<file path="src/rtl/nios_mul_seq_cell.sv">
// nios_mul_seq_cell
//   Sequential WIDTH x WIDTH -> 2*WIDTH integer multiplier. Each operand can
//   independently be signed or unsigned. A single signed (TILE+1)x(TILE+1)
//   multiplier is reused over N*N steps, where N = WIDTH/TILE.
//   Step k = i*N + j multiplies tile a_i by tile b_j. Only the top tile of a
//   signed operand carries its sign; every other tile is zero-extended.
//   The tile multiply and the accumulate are in separate register stages, so
//   the multiplier and the 2*WIDTH adder are never in series.
//
// Ports
//   clk, reset       clock, synchronous active-high reset
//   flush            cancel any in-flight operation (wins over handshakes)
//   in_valid/ready   operand handshake; in_src1/2, *_signed, in_hi latched on accept
//   out_valid/ready  result handshake; out_result/out_product held while stalled
//   out_result       upper (in_hi=1) or lower product half
//   out_product      full 2*WIDTH product
//   busy             high while in MUL or DRAIN
module nios_mul_seq_cell #(
  parameter int WIDTH = 32,
  parameter int TILE  = 16
) (
  input  logic               clk,
  input  logic               reset,
  input  logic               flush,
  input  logic               in_valid,
  output logic               in_ready,
  input  logic [WIDTH-1:0]   in_src1,
  input  logic [WIDTH-1:0]   in_src2,
  input  logic               in_src1_signed,
  input  logic               in_src2_signed,
  input  logic               in_hi,
  output logic               out_valid,
  input  logic               out_ready,
  output logic [WIDTH-1:0]   out_result,
  output logic [2*WIDTH-1:0] out_product,
  output logic               busy
);
  localparam int N     = WIDTH / TILE;
  localparam int STEPS = N * N;
  localparam int KW    = (STEPS > 1) ? $clog2(STEPS) : 1;
  localparam int PW    = 2 * WIDTH;
  localparam logic [KW-1:0] K_LAST = KW'(STEPS - 1);

  generate
    if ((WIDTH % TILE) != 0 || !(N == 1 || N == 2 || N == 4)) begin : g_bad_cfg
      $error("nios_mul_seq_cell: WIDTH/TILE must be exactly 1, 2 or 4");
    end
  endgenerate

  typedef enum logic [1:0] {S_IDLE, S_MUL, S_DRAIN, S_DONE} state_e;

  state_e            state_q;
  logic [KW-1:0]     k_q;
  logic [WIDTH-1:0]  a_q, b_q;
  logic              a_sgn_q, b_sgn_q, hi_q;
  logic [PW-1:0]     prod_q, acc_q;
  logic              prod_vld_q;
  logic [WIDTH-1:0]  res_q;

  logic              accept;
  int                ti, tj;
  logic [TILE-1:0]   a_tile, b_tile;
  logic signed [TILE:0]     a_ext, b_ext;
  logic signed [2*TILE+1:0] tp;
  logic [PW-1:0]     prod_d, sum_d;

  assign in_ready    = (state_q == S_IDLE) | ((state_q == S_DONE) & out_ready);
  assign accept      = in_valid & in_ready;
  assign out_valid   = (state_q == S_DONE);
  assign busy        = (state_q == S_MUL) | (state_q == S_DRAIN);
  assign out_product = acc_q;
  assign out_result  = res_q;

  // Tile product for step k, already aligned to its weight (i+j)*TILE.
  always_comb begin
    ti     = int'(k_q) / N;
    tj     = int'(k_q) % N;
    a_tile = a_q[ti*TILE +: TILE];
    b_tile = b_q[tj*TILE +: TILE];
    a_ext  = {a_sgn_q & (ti == N-1) & a_tile[TILE-1], a_tile};
    b_ext  = {b_sgn_q & (tj == N-1) & b_tile[TILE-1], b_tile};
    tp     = a_ext * b_ext;
    // Sign-extend to the full product width (truncates when N=1; mod 2^PW).
    prod_d = PW'(tp) << ((ti + tj) * TILE);
    sum_d  = acc_q + prod_q;
  end

  always_ff @(posedge clk) begin
    if (reset) begin
      state_q    <= S_IDLE;
      k_q        <= '0;
      prod_vld_q <= 1'b0;
      prod_q     <= '0;
      acc_q      <= '0;
      res_q      <= '0;
      a_q        <= '0;
      b_q        <= '0;
      a_sgn_q    <= 1'b0;
      b_sgn_q    <= 1'b0;
      hi_q       <= 1'b0;
    end else if (flush) begin
      state_q    <= S_IDLE;
      k_q        <= '0;
      prod_vld_q <= 1'b0;
    end else begin
      unique case (state_q)
        S_IDLE, S_DONE: begin
          if (accept) begin
            a_q        <= in_src1;
            b_q        <= in_src2;
            a_sgn_q    <= in_src1_signed;
            b_sgn_q    <= in_src2_signed;
            hi_q       <= in_hi;
            acc_q      <= '0;
            k_q        <= '0;
            prod_vld_q <= 1'b0;
            state_q    <= S_MUL;
          end else if (state_q == S_DONE && out_ready) begin
            state_q <= S_IDLE;
          end
        end
        S_MUL: begin
          prod_q     <= prod_d;
          prod_vld_q <= 1'b1;
          if (prod_vld_q) acc_q <= sum_d;
          k_q <= k_q + KW'(1);
          if (k_q == K_LAST) state_q <= S_DRAIN;
        end
        S_DRAIN: begin
          // Last tile product lands; result half is picked from the same sum.
          acc_q      <= sum_d;
          res_q      <= hi_q ? sum_d[PW-1:WIDTH] : sum_d[WIDTH-1:0];
          prod_vld_q <= 1'b0;
          k_q        <= '0;
          state_q    <= S_DONE;
        end
        default: state_q <= S_IDLE;
      endcase
    end
  end
endmodule

</file>
<file path="config.mk">
export PLATFORM = sky130hd
export DESIGN_NAME = nios_mul_seq_cell
export DESIGN_NICKNAME = d
export VERILOG_FILES = /design/src/rtl/nios_mul_seq_cell.sv
export SDC_FILE = /design/constraint.sdc
export NUM_CORES = 1
export LEC_CHECK = 0
export BUFFER_PORTS_ARGS = -buffer_cell sky130_fd_sc_hd__buf_4
export CORE_AREA = 10 10 267 269
export DETAILED_ROUTE_END_ITERATION = 10
export DIE_AREA = 0 0 277 279
export GPL_ROUTABILITY_DRIVEN = 1
export PLACE_DENSITY = 0.58
export SLEW_MARGIN = 20
export SYNTH_ARGS = -nofsm -noshare
export SYNTH_HDL_FRONTEND = slang
export SYNTH_SLANG_ARGS = --single-unit
</file>
<file path="constraint.sdc">
create_clock -name clk -period 9.7 [get_ports clk]
set_input_delay 0.485 -clock clk [delete_from_list [all_inputs] [get_ports clk]]
set_output_delay 0.485 -clock clk [all_outputs]
set_load 0.1 [all_outputs]
</file>
==> metrics.txt <==
# TYPE chip_impl_metric gauge
chip_impl_metric{name="vias_per_cell",unit=""} 5.396
chip_impl_metric{name="final_critical_path_setup_slack",unit="ns"} 1.730
chip_impl_info{name="cp-start-kind",value="flip-flop"} 1
chip_impl_metric{name="synth.avg_cell_area",unit="µm²"} 8.498
chip_impl_metric{name="seq_power_share",unit=""} 0.402
chip_impl_metric{name="floorplan.die.height",unit="µm"} 279
chip_impl_metric{name="grt_max_degree",unit=""} 72
chip_impl_metric{name="dp_hpwl",unit="µm"} 64280
chip_impl_metric{name="coreArea",unit="mm²"} 0.06563
chip_impl_metric{name="synth-warning-count",unit=""} 0
chip_impl_metric{name="initial_antenna_violation_count",unit=""} 2
chip_impl_metric{name="cts_made_buffers",unit=""} 28
chip_impl_metric{name="min_period_over_period",unit=""} 0.8216
chip_impl_metric{name="syn_inst",unit=""} 2762
chip_impl_metric{name="worst_setup_hold_path_clk_slew",unit="ns"} 0.06
chip_impl_metric{name="power.combinational.fraction",unit=""} 0.160
chip_impl_metric{name="filler_cell_count",unit=""} 6745
chip_impl_metric{name="postCtsResizedCells",unit=""} 0
chip_impl_metric{name="syn2layout_area_growth",unit="%"} 13.09
chip_impl_metric{name="portBuffers",unit=""} 170
chip_impl_metric{name="cell_area_power_density",unit="mW/mm²"} 93.47
chip_impl_metric{name="wire_per_inst",unit="µm"} 21.08
chip_impl_metric{name="worst_pin_slew",unit="ns"} 1.074
chip_impl_metric{name="antenna-diode-count",unit=""} 0
chip_impl_metric{name="detail-route-antenna-nets",unit=""} 0
chip_impl_metric{name="p_int",unit="W"} 0.001714
chip_impl_metric{name="critical_path_required",unit="ns"} 10.23
chip_impl_metric{name="peak_ir_drop_on_the_vdd_network",unit="mV"} 0.1304
chip_impl_metric{name="place.gp.congestion",unit=""} 0.9804
chip_impl_metric{name="cts_setup_buffers",unit=""} 0
chip_impl_metric{name="die-area",unit="mm²"} 0.07728
chip_impl_info{name="grt_setup_unrepaired",value="no"} 1
chip_impl_metric{name="fin_crit",unit="ns"} 7.970
chip_impl_metric{name="max-slew-margin-rel",unit=""} 0.2638
chip_impl_info{name="path_class",value="reg2reg"} 1
chip_impl_metric{name="p_switching",unit="W"} 0.0007672
chip_impl_metric{name="synth_nets",unit=""} 3284
chip_impl_metric{name="design.final.nets",unit=""} 3385
chip_impl_metric{name="timing.fmax",unit="MHz"} 125.5
chip_impl_metric{name="crit_path_max_fanout",unit=""} 29
chip_impl_metric{name="grt_pass1_wl",unit="µm"} 121900
chip_impl_metric{name="synth_enable_flop_cells",unit=""} 0
chip_impl_metric{name="synth_seq_cells",unit=""} 232
chip_impl_metric{name="cell_area_after_synthesis",unit="mm²"} 0.02347
chip_impl_info{name="rr_startpoint",value="k_q[1]"} 1
chip_impl_metric{name="final.hold.worst_slack",unit="ns"} 0.1262
chip_impl_metric{name="row_count",unit=""} 94
chip_impl_info{name="outcome",value="complete, no violations"} 1
chip_impl_metric{name="cts_hold_buf",unit=""} 0
chip_impl_info{name="worst_hold_startpoint",value="in_src2[17]"} 1
chip_impl_metric{name="latest_clock_arrival_within_the_worst_skew_pair",unit="ns"} 0.61
chip_impl_metric{name="dp_slack",unit="ns"} 1.805
chip_impl_info{name="min_path_type",value="in2reg"} 1
chip_impl_metric{name="cts_max_path_buffers",unit=""} 3
chip_impl_metric{name="ys_async_sr_fraction",unit=""} 0
chip_impl_metric{name="totalNegativeSetupSlack",unit="ns"} 0
chip_impl_metric{name="drv_cap",unit=""} 0
chip_impl_metric{name="p_leak",unit="nW"} 12.29
chip_impl_metric{name="final_total_pwr",unit="W"} 0.002481
chip_impl_metric{name="initialDrtViolationCount",unit=""} 1515
chip_impl_metric{name="initial_core_util",unit=""} 0.3576
chip_impl_metric{name="fin_worst_skew",unit="ns"} 0.03966
chip_impl_info{name="cts_tree",value="done"} 1
chip_impl_metric{name="cts_num_sinks",unit=""} 232
chip_impl_metric{name="grt_use_total",unit=""} 0.1982
chip_impl_metric{name="final_layout_size_suffix_gt1_frac",unit=""} 0.1138
chip_impl_metric{name="synth_cell_type_count",unit=""} 85
chip_impl_metric{name="boundaryPins",unit=""} 171
chip_impl_metric{name="grt-ovfl-total",unit=""} 0
chip_impl_metric{name="horiz_die_dim",unit="µm"} 277
chip_impl_metric{name="power.switching_fraction",unit=""} 0.3092
chip_impl_info{name="most_common_cell_after_layout_fill_and_taps_aside",value="sky130_fd_sc_hd__nand2_1"} 1
chip_impl_metric{name="finalMaxSlewViolations",unit=""} 0
chip_impl_info{name="clk_root_buffer_cell",value="sky130_fd_sc_hd__clkbuf_16"} 1
chip_impl_metric{name="grt_pass1_vias",unit=""} 19830
chip_impl_metric{name="yosysSeqAreaShare",unit=""} 0.1979
chip_impl_metric{name="drc_errors",unit=""} 0
chip_impl_metric{name="critical_path_arrival",unit="ns"} 8.50
chip_impl_info{name="layout.cells.most_common_list",value="380 x sky130_fd_sc_hd__nand2_1, 330 x sky130_fd_sc_hd__nor2_1, 327 x sky130_fd_sc_hd__inv_1"} 1
chip_impl_metric{name="cts_max_level",unit=""} 1
chip_impl_metric{name="finalSetupViolCount",unit=""} 0
chip_impl_metric{name="pwr-share-clk",unit=""} 0.438
chip_impl_metric{name="detailedRoute.firstPassIterationCount",unit=""} 5
chip_impl_metric{name="dr_total_vias",unit=""} 20220
chip_impl_info{name="ys_dominant_reg_cell",value="sky130_fd_sc_hd__dfxtp_1"} 1
chip_impl_metric{name="finalHoldViolations",unit=""} 0
chip_impl_info{name="cp-startpoint",value="k_q[1]"} 1
chip_impl_metric{name="routed_wirelength",unit="µm"} 78990
chip_impl_info{name="setup.worst_path.end_class",value="flip-flop"} 1
## layout make-up
class	instances	area, µm²	area share
multi-input cells	2072	17130	0.6452
clock buffers	39	822.0	0.03097
repair buffers	201	1513	0.05699
well taps	864	1081	0.04073
clock inverters	11	125.1	0.004714
flip-flops and latches	232	4647	0.1751
inverters	328	1231	0.04638
## cells by family (layout without fill, tap and decap cells)
logic type / Yosys count / after routing / share of synthesized area
AO/OA/AOI/OAI: 590 / 590 / 0.1713
flip-flops: 232 / 232 / 0.1979
AND/OR/NAND/NOR: 861 / 861 / 0.1520
buffers and inverters: 458 / 579 / 0.07383
multiplexers: 74 / 74 / 0.03353
adder cells (fa/ha/maj): 450 / 450 / 0.3349
XOR/XNOR: 97 / 97 / 0.03652
## synth_stat cells (21+ instances only)
cell,n,area share
sky130_fd_sc_hd__mux2i_1,40,0.017
sky130_fd_sc_hd__dfxtp_1,232,0.20
sky130_fd_sc_hd__fa_1,297,0.25
sky130_fd_sc_hd__clkbuf_1,118,0.019
sky130_fd_sc_hd__inv_1,327,0.052
sky130_fd_sc_hd__a211oi_1,33,0.011
sky130_fd_sc_hd__a22oi_1,74,0.024
sky130_fd_sc_hd__xor2_1,42,0.016
sky130_fd_sc_hd__nand3_1,28,0.0060
sky130_fd_sc_hd__ha_1,153,0.082
sky130_fd_sc_hd__mux2_2,31,0.015
sky130_fd_sc_hd__nor3_1,21,0.0045
sky130_fd_sc_hd__nor2_1,330,0.053
sky130_fd_sc_hd__xnor2_1,54,0.020
sky130_fd_sc_hd__a21oi_1,180,0.038
sky130_fd_sc_hd__nand2_1,380,0.061
sky130_fd_sc_hd__a22o_1,28,0.010
sky130_fd_sc_hd__a21o_1,56,0.018
sky130_fd_sc_hd__o21ai_0,77,0.016
## per-stage QoR
| step | instance area, µm² | util | instances |
|---|---|---|---|
| final | 26540 | 0.4045 | 3747 |
| after global placement | 25580 | 0.3898 | 3697 |
| after floorplan | 23470 | - | 2762 |
| after CTS | 26540 | 0.4044 | 3747 |
| after global routing | 26540 | 0.4045 | 3747 |
| after detailed placement | 25590 | 0.3899 | 3697 |
## power by group through the flow
stage          combinational (W)  clock (W)  sequential (W)
2_1_floorplan           0.000233          0         0.00103
3_3_place_gp            0.000390          0         0.00102
3_5_place_dp            0.000393          0         0.00102
4_1_cts                 0.000394    0.00111        0.000998
5_1_grt                 0.000431    0.00115         0.00100
6_report                0.000396    0.00109        0.000998
## registers in the layout, summed over array words and instances (netlist names)
signal       cells
a_q             32
a_sgn_q          1
b_q             32
b_sgn_q          1
hi_q             1
k_q              2
out_product     64
out_result      32
prod_q          64
prod_vld_q       1
state_q          2
## path summary, 6_finish.rpt
check,cells past startpoint,slack [ns],to
worst min-delay path,3,0.13,b_q[17]
worst min register to register,2,0.45,b_q[30]
worst max-delay path,21,1.73,prod_q[44]
worst max register to register,21,1.73,prod_q[44]
## metal layers
metal | vias to the layer above | part of all wire | global-route usage
met2 | 736 | 0.46 | 0.3214
met4 | 4 | 0.032 | 0.06314
met1 | 9972 | 0.44 | 0.2684
li1 | 9379 | - | -
met5 | - | 0.00018 | 0
met3 | 127 | 0.068 | 0.02820
## critical path, cell delays in order (launching register included)
cell	delay [ns]
sky130_fd_sc_hd__dfxtp_2	0.85
sky130_fd_sc_hd__mux2i_1	0.96
sky130_fd_sc_hd__nor2_1	0.15
sky130_fd_sc_hd__fa_1	0.53
sky130_fd_sc_hd__inv_1	0.06
sky130_fd_sc_hd__fa_1	0.50
sky130_fd_sc_hd__fa_1	0.51
sky130_fd_sc_hd__inv_1	0.05
sky130_fd_sc_hd__fa_1	0.46
sky130_fd_sc_hd__fa_1	0.54
sky130_fd_sc_hd__inv_1	0.05
sky130_fd_sc_hd__fa_1	0.52
sky130_fd_sc_hd__inv_1	0.04
sky130_fd_sc_hd__ha_1	0.37
sky130_fd_sc_hd__and4_1	0.20
sky130_fd_sc_hd__nand3_1	0.10
sky130_fd_sc_hd__a31oi_1	0.66
sky130_fd_sc_hd__a31oi_2	0.26
sky130_fd_sc_hd__o21ai_0	0.26
sky130_fd_sc_hd__xor2_1	0.35
sky130_fd_sc_hd__a22oi_1	0.19
sky130_fd_sc_hd__a211oi_1	0.26
Note: power is estimated with default switching activity, not from simulation.
